**src/rtl/hilo_mdu_ctrl.sv**
```systemverilog
// HI/LO sequencer: owns the multi-cycle multiply/divide unit and funnels every HI/LO
// update (MULT/DIV results and MTHI/MTLO) through one registered write port.
module hilo_mdu_ctrl #(
    parameter int DATA_W  = 32,
    parameter int MUL_LAT = 2
) (
    input  logic              clk,
    input  logic              rst,
    input  logic              start_i,
    input  logic [2:0]        op_i,
    input  logic [DATA_W-1:0] opa_i,
    input  logic [DATA_W-1:0] opb_i,
    input  logic [DATA_W-1:0] hi_i,
    input  logic [DATA_W-1:0] lo_i,
    input  logic              flush_i,
    output logic              stall_o,
    output logic              busy_o,
    output logic              hilo_we_o,
    output logic [DATA_W-1:0] hi_o,
    output logic [DATA_W-1:0] lo_o
);
    localparam int CNT_W = $clog2(DATA_W) + 1;

    localparam logic [2:0] OP_MULT  = 3'd1;
    localparam logic [2:0] OP_MULTU = 3'd2;
    localparam logic [2:0] OP_DIV   = 3'd3;
    localparam logic [2:0] OP_DIVU  = 3'd4;
    localparam logic [2:0] OP_MTHI  = 3'd5;
    localparam logic [2:0] OP_MTLO  = 3'd6;

    typedef enum logic [2:0] {
        S_IDLE,
        S_MUL_ON,
        S_DIV_ZERO,
        S_DIV_ON,
        S_DONE
    } state_t;

    state_t              state_q, state_d;
    logic [CNT_W-1:0]    cnt_q, cnt_d;
    logic                sgn_q, sgn_d;
    logic [DATA_W-1:0]   a_q, a_d;
    logic [DATA_W-1:0]   b_q, b_d;
    logic [DATA_W-1:0]   rem_q, rem_d;
    logic [DATA_W-1:0]   quot_q, quot_d;
    logic                q_neg_q, q_neg_d;
    logic                r_neg_q, r_neg_d;
    logic                hilo_we_q, hilo_we_d;
    logic [DATA_W-1:0]   hi_q, hi_d;
    logic [DATA_W-1:0]   lo_q, lo_d;

    logic [2*DATA_W-1:0] a_ext, b_ext, product;
    logic [DATA_W:0]     div_shift;
    logic                div_ge;
    logic [DATA_W-1:0]   rem_step, quot_step;
    logic                op_is_div_s;
    logic [DATA_W-1:0]   a_mag, b_mag;

    // One multiplier serves both flavours: sign- or zero-extend to 2W, keep low 2W bits.
    always_comb begin
        a_ext   = {{DATA_W{sgn_q & a_q[DATA_W-1]}}, a_q};
        b_ext   = {{DATA_W{sgn_q & b_q[DATA_W-1]}}, b_q};
        product = a_ext * b_ext;
    end

    // Restoring divider step: partial remainder always stays below the divisor magnitude.
    always_comb begin
        div_shift = {rem_q, quot_q[DATA_W-1]};
        div_ge    = (div_shift >= {1'b0, b_q});
        rem_step  = div_ge ? (div_shift[DATA_W-1:0] - b_q) : div_shift[DATA_W-1:0];
        quot_step = {quot_q[DATA_W-2:0], div_ge};
    end

    always_comb begin
        op_is_div_s = (op_i == OP_DIV);
        a_mag       = (op_is_div_s && opa_i[DATA_W-1]) ? -opa_i : opa_i;
        b_mag       = (op_is_div_s && opb_i[DATA_W-1]) ? -opb_i : opb_i;
    end

    always_comb begin
        state_d   = state_q;
        cnt_d     = cnt_q;
        sgn_d     = sgn_q;
        a_d       = a_q;
        b_d       = b_q;
        rem_d     = rem_q;
        quot_d    = quot_q;
        q_neg_d   = q_neg_q;
        r_neg_d   = r_neg_q;
        hilo_we_d = 1'b0;
        hi_d      = hi_q;
        lo_d      = lo_q;
        case (state_q)
            S_IDLE: begin
                if (start_i && !flush_i) begin
                    case (op_i)
                        OP_MULT, OP_MULTU: begin
                            a_d     = opa_i;
                            b_d     = opb_i;
                            sgn_d   = (op_i == OP_MULT);
                            cnt_d   = '0;
                            state_d = S_MUL_ON;
                        end
                        OP_DIV, OP_DIVU: begin
                            quot_d  = a_mag;
                            b_d     = b_mag;
                            rem_d   = '0;
                            q_neg_d = op_is_div_s & (opa_i[DATA_W-1] ^ opb_i[DATA_W-1]);
                            r_neg_d = op_is_div_s & opa_i[DATA_W-1];
                            cnt_d   = '0;
                            state_d = (opb_i == '0) ? S_DIV_ZERO : S_DIV_ON;
                        end
                        OP_MTHI: begin
                            hi_d      = opa_i;
                            lo_d      = lo_i;
                            hilo_we_d = 1'b1;
                            state_d   = S_DONE;
                        end
                        OP_MTLO: begin
                            hi_d      = hi_i;
                            lo_d      = opa_i;
                            hilo_we_d = 1'b1;
                            state_d   = S_DONE;
                        end
                        default: state_d = S_IDLE;
                    endcase
                end
            end
            S_MUL_ON: begin
                if (flush_i) begin
                    state_d = S_IDLE;
                end else if (cnt_q == CNT_W'(MUL_LAT - 1)) begin
                    hi_d      = product[2*DATA_W-1:DATA_W];
                    lo_d      = product[DATA_W-1:0];
                    hilo_we_d = 1'b1;
                    state_d   = S_DONE;
                end else begin
                    cnt_d = cnt_q + 1'b1;
                end
            end
            S_DIV_ZERO: begin
                if (flush_i) begin
                    state_d = S_IDLE;
                end else begin
                    hi_d      = '0;
                    lo_d      = '0;
                    hilo_we_d = 1'b1;
                    state_d   = S_DONE;
                end
            end
            S_DIV_ON: begin
                if (flush_i) begin
                    state_d = S_IDLE;
                end else begin
                    rem_d  = rem_step;
                    quot_d = quot_step;
                    if (cnt_q == CNT_W'(DATA_W - 1)) begin
                        // Signs are restored on the final step so the write lands in DONE.
                        lo_d      = q_neg_q ? -quot_step : quot_step;
                        hi_d      = r_neg_q ? -rem_step : rem_step;
                        hilo_we_d = 1'b1;
                        state_d   = S_DONE;
                    end else begin
                        cnt_d = cnt_q + 1'b1;
                    end
                end
            end
            S_DONE:  state_d = S_IDLE;
            default: state_d = S_IDLE;
        endcase
    end

    always_ff @(posedge clk) begin
        if (rst) begin
            state_q   <= S_IDLE;
            cnt_q     <= '0;
            sgn_q     <= 1'b0;
            a_q       <= '0;
            b_q       <= '0;
            rem_q     <= '0;
            quot_q    <= '0;
            q_neg_q   <= 1'b0;
            r_neg_q   <= 1'b0;
            hilo_we_q <= 1'b0;
            hi_q      <= '0;
            lo_q      <= '0;
        end else begin
            state_q   <= state_d;
            cnt_q     <= cnt_d;
            sgn_q     <= sgn_d;
            a_q       <= a_d;
            b_q       <= b_d;
            rem_q     <= rem_d;
            quot_q    <= quot_d;
            q_neg_q   <= q_neg_d;
            r_neg_q   <= r_neg_d;
            hilo_we_q <= hilo_we_d;
            hi_q      <= hi_d;
            lo_q      <= lo_d;
        end
    end

    // A flush arriving in DONE still has to cancel the write that is already staged.
    assign hilo_we_o = hilo_we_q & ~flush_i;
    assign hi_o      = hi_q;
    assign lo_o      = lo_q;
    assign busy_o    = (state_q != S_IDLE);
    assign stall_o   = ((state_q == S_IDLE) && start_i && !flush_i &&
                        (op_i >= OP_MULT) && (op_i <= OP_DIVU)) ||
                       (state_q == S_MUL_ON) || (state_q == S_DIV_ZERO) ||
                       (state_q == S_DIV_ON);

endmodule

```
**config.mk**
```make
export PLATFORM = sky130hd
export DESIGN_NAME = hilo_mdu_ctrl
export DESIGN_NICKNAME = d
export VERILOG_FILES = /design/src/rtl/hilo_mdu_ctrl.sv
export SDC_FILE = /design/constraint.sdc
export NUM_CORES = 2
export LEC_CHECK = 0
export CORE_ASPECT_RATIO = 0.5
export CORE_MARGIN = 8
export CORE_UTILIZATION = 45
export CTS_CLUSTER_SIZE = 40
export DETAILED_ROUTE_END_ITERATION = 12
export GPL_ROUTABILITY_DRIVEN = 0
export PLACE_DENSITY = 0.72
export SLEW_MARGIN = 20
export SYNTH_ARGS = -nofsm -noshare
export SYNTH_HDL_FRONTEND = slang
export SYNTH_SLANG_ARGS = --single-unit
```
**constraint.sdc**
```tcl
create_clock -name clk -period 7.73 [get_ports clk]
set_input_delay 1.1595 -clock clk [delete_from_list [all_inputs] [get_ports clk]]
set_output_delay 1.1595 -clock clk [all_outputs]
set_load 0.02 [all_outputs]
```
==> results.tsv <==
metric	value	unit
total wire length	176000	um
most common cell in the netlist	inv_1	
Initial DRC Count	5274	
sequential area share after synthesis	7.78	%
maximum cell stage delay along the critical path	0.63	ns
measured slew at the worst slew-check pin	1.32	ns
CTS Buf Count	28	
placeable core region	116000	sq um
overall global routing resource usage	26.9	%
top area cells in the synthesized netlist	fa_1 43%, inv_1 8.5%, dfxtp_1 7.8%, nand2_1 7.1%, ha_1 5.9%	
mean cell area of the mapped netlist	8.40	sq um
io pins	202	
endpoint type of the worst setup path	flip-flop	
total number of H-tree levels	1	
data required time at the worst endpoint	8.22	ns
Worst Setup Slack, final	-0.373	ns
largest net degree at the start of global routing	78	
Post-Route Skew	0.0255	ns
static leakage power	0.0292	uW
setup TNS	-3.74	ns
final worst path period need	8.10	ns
placed cell areas	60300	sq um
post-synth cell types	88	
most numerous cell types in the synthesized netlist	1195 x inv_1, 1126 x fa_1, 998 x nand2_1, 369 x clkbuf_1, 362 x and2_1	
gate count of the mapped netlist	6276	
delay-heaviest family, CP	adder cells	
number of global-route vias before repair	47200	
number of detailed-route iterations in the first pass	9	
DPL Wire Length	142000	um
most used flip-flop cell after synthesis	dfxtp_1	
area of the die	129000	sq um
mean number of vias per cell	5.62	
Syn Nets	7787	
cell repeated most along the worst path	fa_1	
CTS tree	yes	
worst-case setup slack after placement	-0.619	ns
GRT overflow	0	
post-synth top area cell	fa_1	
data arrival time of the critical path	8.59	ns
worst min path class	reg -> reg	
routed vias	46500	
total of flip-flops plus latches after synthesis	205	
asr flop ratio synth	0	%
number of max-slew violations in the final report	0	
hold_ws	0.458	ns
number of hold-slack violations in the final timing report	0	
number of warning messages in the yosys log	0	
slowest CP cell	fa_2	
final routed wire length divided by cell count	21.3	um
CTS clk-pin slew, worst paths	0.07	ns
maxcap violations	0	
cell count of the worst hold path	2	
area of the mapped netlist	52700	sq um
count of non-filler cells in the finished layout	8281	
Pwr per Cell Area	69.4	nW/um^2
headroom to the max-slew limit	11.7	%
Clock Path Buffers	3	
fraction of final layout cells sized beyond drive strength 1	14.4	%
path type of the worst setup path	reg -> reg	
effective utilization at floorplan	45.6	%
global-route wire length before repair	274000	um
antenna violation net count after detailed routing	0	
largest driver fanout on the critical path	7	
Cell Rows	88	
result of the run	complete, but fails checks	
setup violation total in the final timing report	24	
die boundary width	500	um
IR drop worst, VDD	0.197	mV
worst reg2reg path depth	30	
placed insts	8171	
DRC viols	0	
Max Freq	0.123	GHz
total number of cells along the worst setup path	30	
worst skew pair latency	0.63	ns
Post-synth EDFFs	0	
type of origin of the critical path	flip-flop	
RSZ-0062 raised after global routing	yes	
P&R area growth vs syn	20.1	%
height of the die	258	um
violated checks	setup timing	
clock root buffer master	clkbuf_16	
number of nets at the end of the flow	8188	
final critical-path share of the clock period	105	%
number of antenna violations at the first check in global routing	12	
design area	63300	sq um
post-synth top area share	42.8	%
clock sinks	205	
port bufs	201	
sum of buffers and inverters on the critical path	10	
==> tightest hold or removal path, delay by kind of cell, from the launching register on <==
kind            cells  cell delay [ns]
flops               1             0.31
simple gates        1             0.05
compound gates      1             0.05
==> layout by cell type, fill, tap and decap left out, types with 32 or more instances in the layout <==
cell             Yosys  layout
and2_1             362     349
nor2_1             342     331
nand3_1             47      45
buf_6                1      33
ha_1               250     222
xnor2_1            119     105
inv_2                0      39
fa_1              1126    1100
a31oi_1             34      32
o21ai_0            133     106
nand2_1            998     983
clkdlybuf4s50_1      0     200
buf_12               0      89
a211oi_1            84      81
dfxtp_1            205     172
a21oi_1            259     228
mux2i_1             48      48
xor2_1              90      86
buf_4                3     444
inv_1             1195    1154
nor3_1              70      68
==> sequential cells by signal, summed over array words and instances, names as in the netlist <==
register	flops
a_q	32
b_q	32
hi_o	32
lo_o	32
quot_q	32
rem_q	32
cnt_q	6
state_q	3
hilo_we_q	1
q_neg_q	1
r_neg_q	1
sgn_q	1
==> metrics by stage <==
step | power (uW) | utilization [%]
6_report | 4400 | 54.7
5_1_grt | 4520 | 54.7
4_1_cts | 4280 | 54.0
3_5_place_dp | 2820 | 52.1
3_3_place_gp | 2800 | 52.1
2_1_floorplan | 2080 | -
==> final timing paths <==
| check | from | endpoint | slack (ns) |
|---|---|---|---|
| max | a_q[31] | hi_o[31] | -0.37 |
| min | lo_o[20] | lo_o[20] | 0.46 |
| max reg2reg | a_q[31] | hi_o[31] | -0.37 |
| min reg2reg | lo_o[20] | lo_o[20] | 0.46 |
==> routing by layer <==
layer	global-route usage, %	vias to the layer above	wire (um)
met2	40.9	2711	76600
met5	0	-	34
met3	6.70	551	21900
met1	36.3	23100	67700
met4	12.5	6	10100
li1	-	20100	-
==> kinds of logic after synthesis <==
| logic type | synth area share, % |
|---|---|
| compound gates | 10.1 |
| xor+xnor | 3.47 |
| fa+ha+maj | 48.7 |
| buf+inv | 11.5 |
| flops | 7.78 |
| mux | 0.954 |
| simple gates | 17.5 |
==> layout make-up <==
cell class / count / area, sq um
sequential: 205 / 4170
timing repair buffer: 778 / 7750
clock inverter: 17 / 210
tap: 1575 / 1970
inverter: 1196 / 4500
antenna: 8 / 20.0
clock buffer: 34 / 763
multi-input combinational: 4468 / 44000
fill: 10100 / 52400
==> power breakdown <==
part           internal, uW  total, uW  switching [uW]
Combinational           690       1820            1130
Sequential             1100       1150            49.1
Clock                   808       1430             621
==> repair_timing <==
item	CTS	global route
pin swaps	126	107
gates resized for setup	203	167
setup endpoints to repair	34	41
hold endpoints to repair	0	0
hold buffers	0	0
cloned	5	1
buffers inserted	30	22
(Power assumes the default switching activity.)
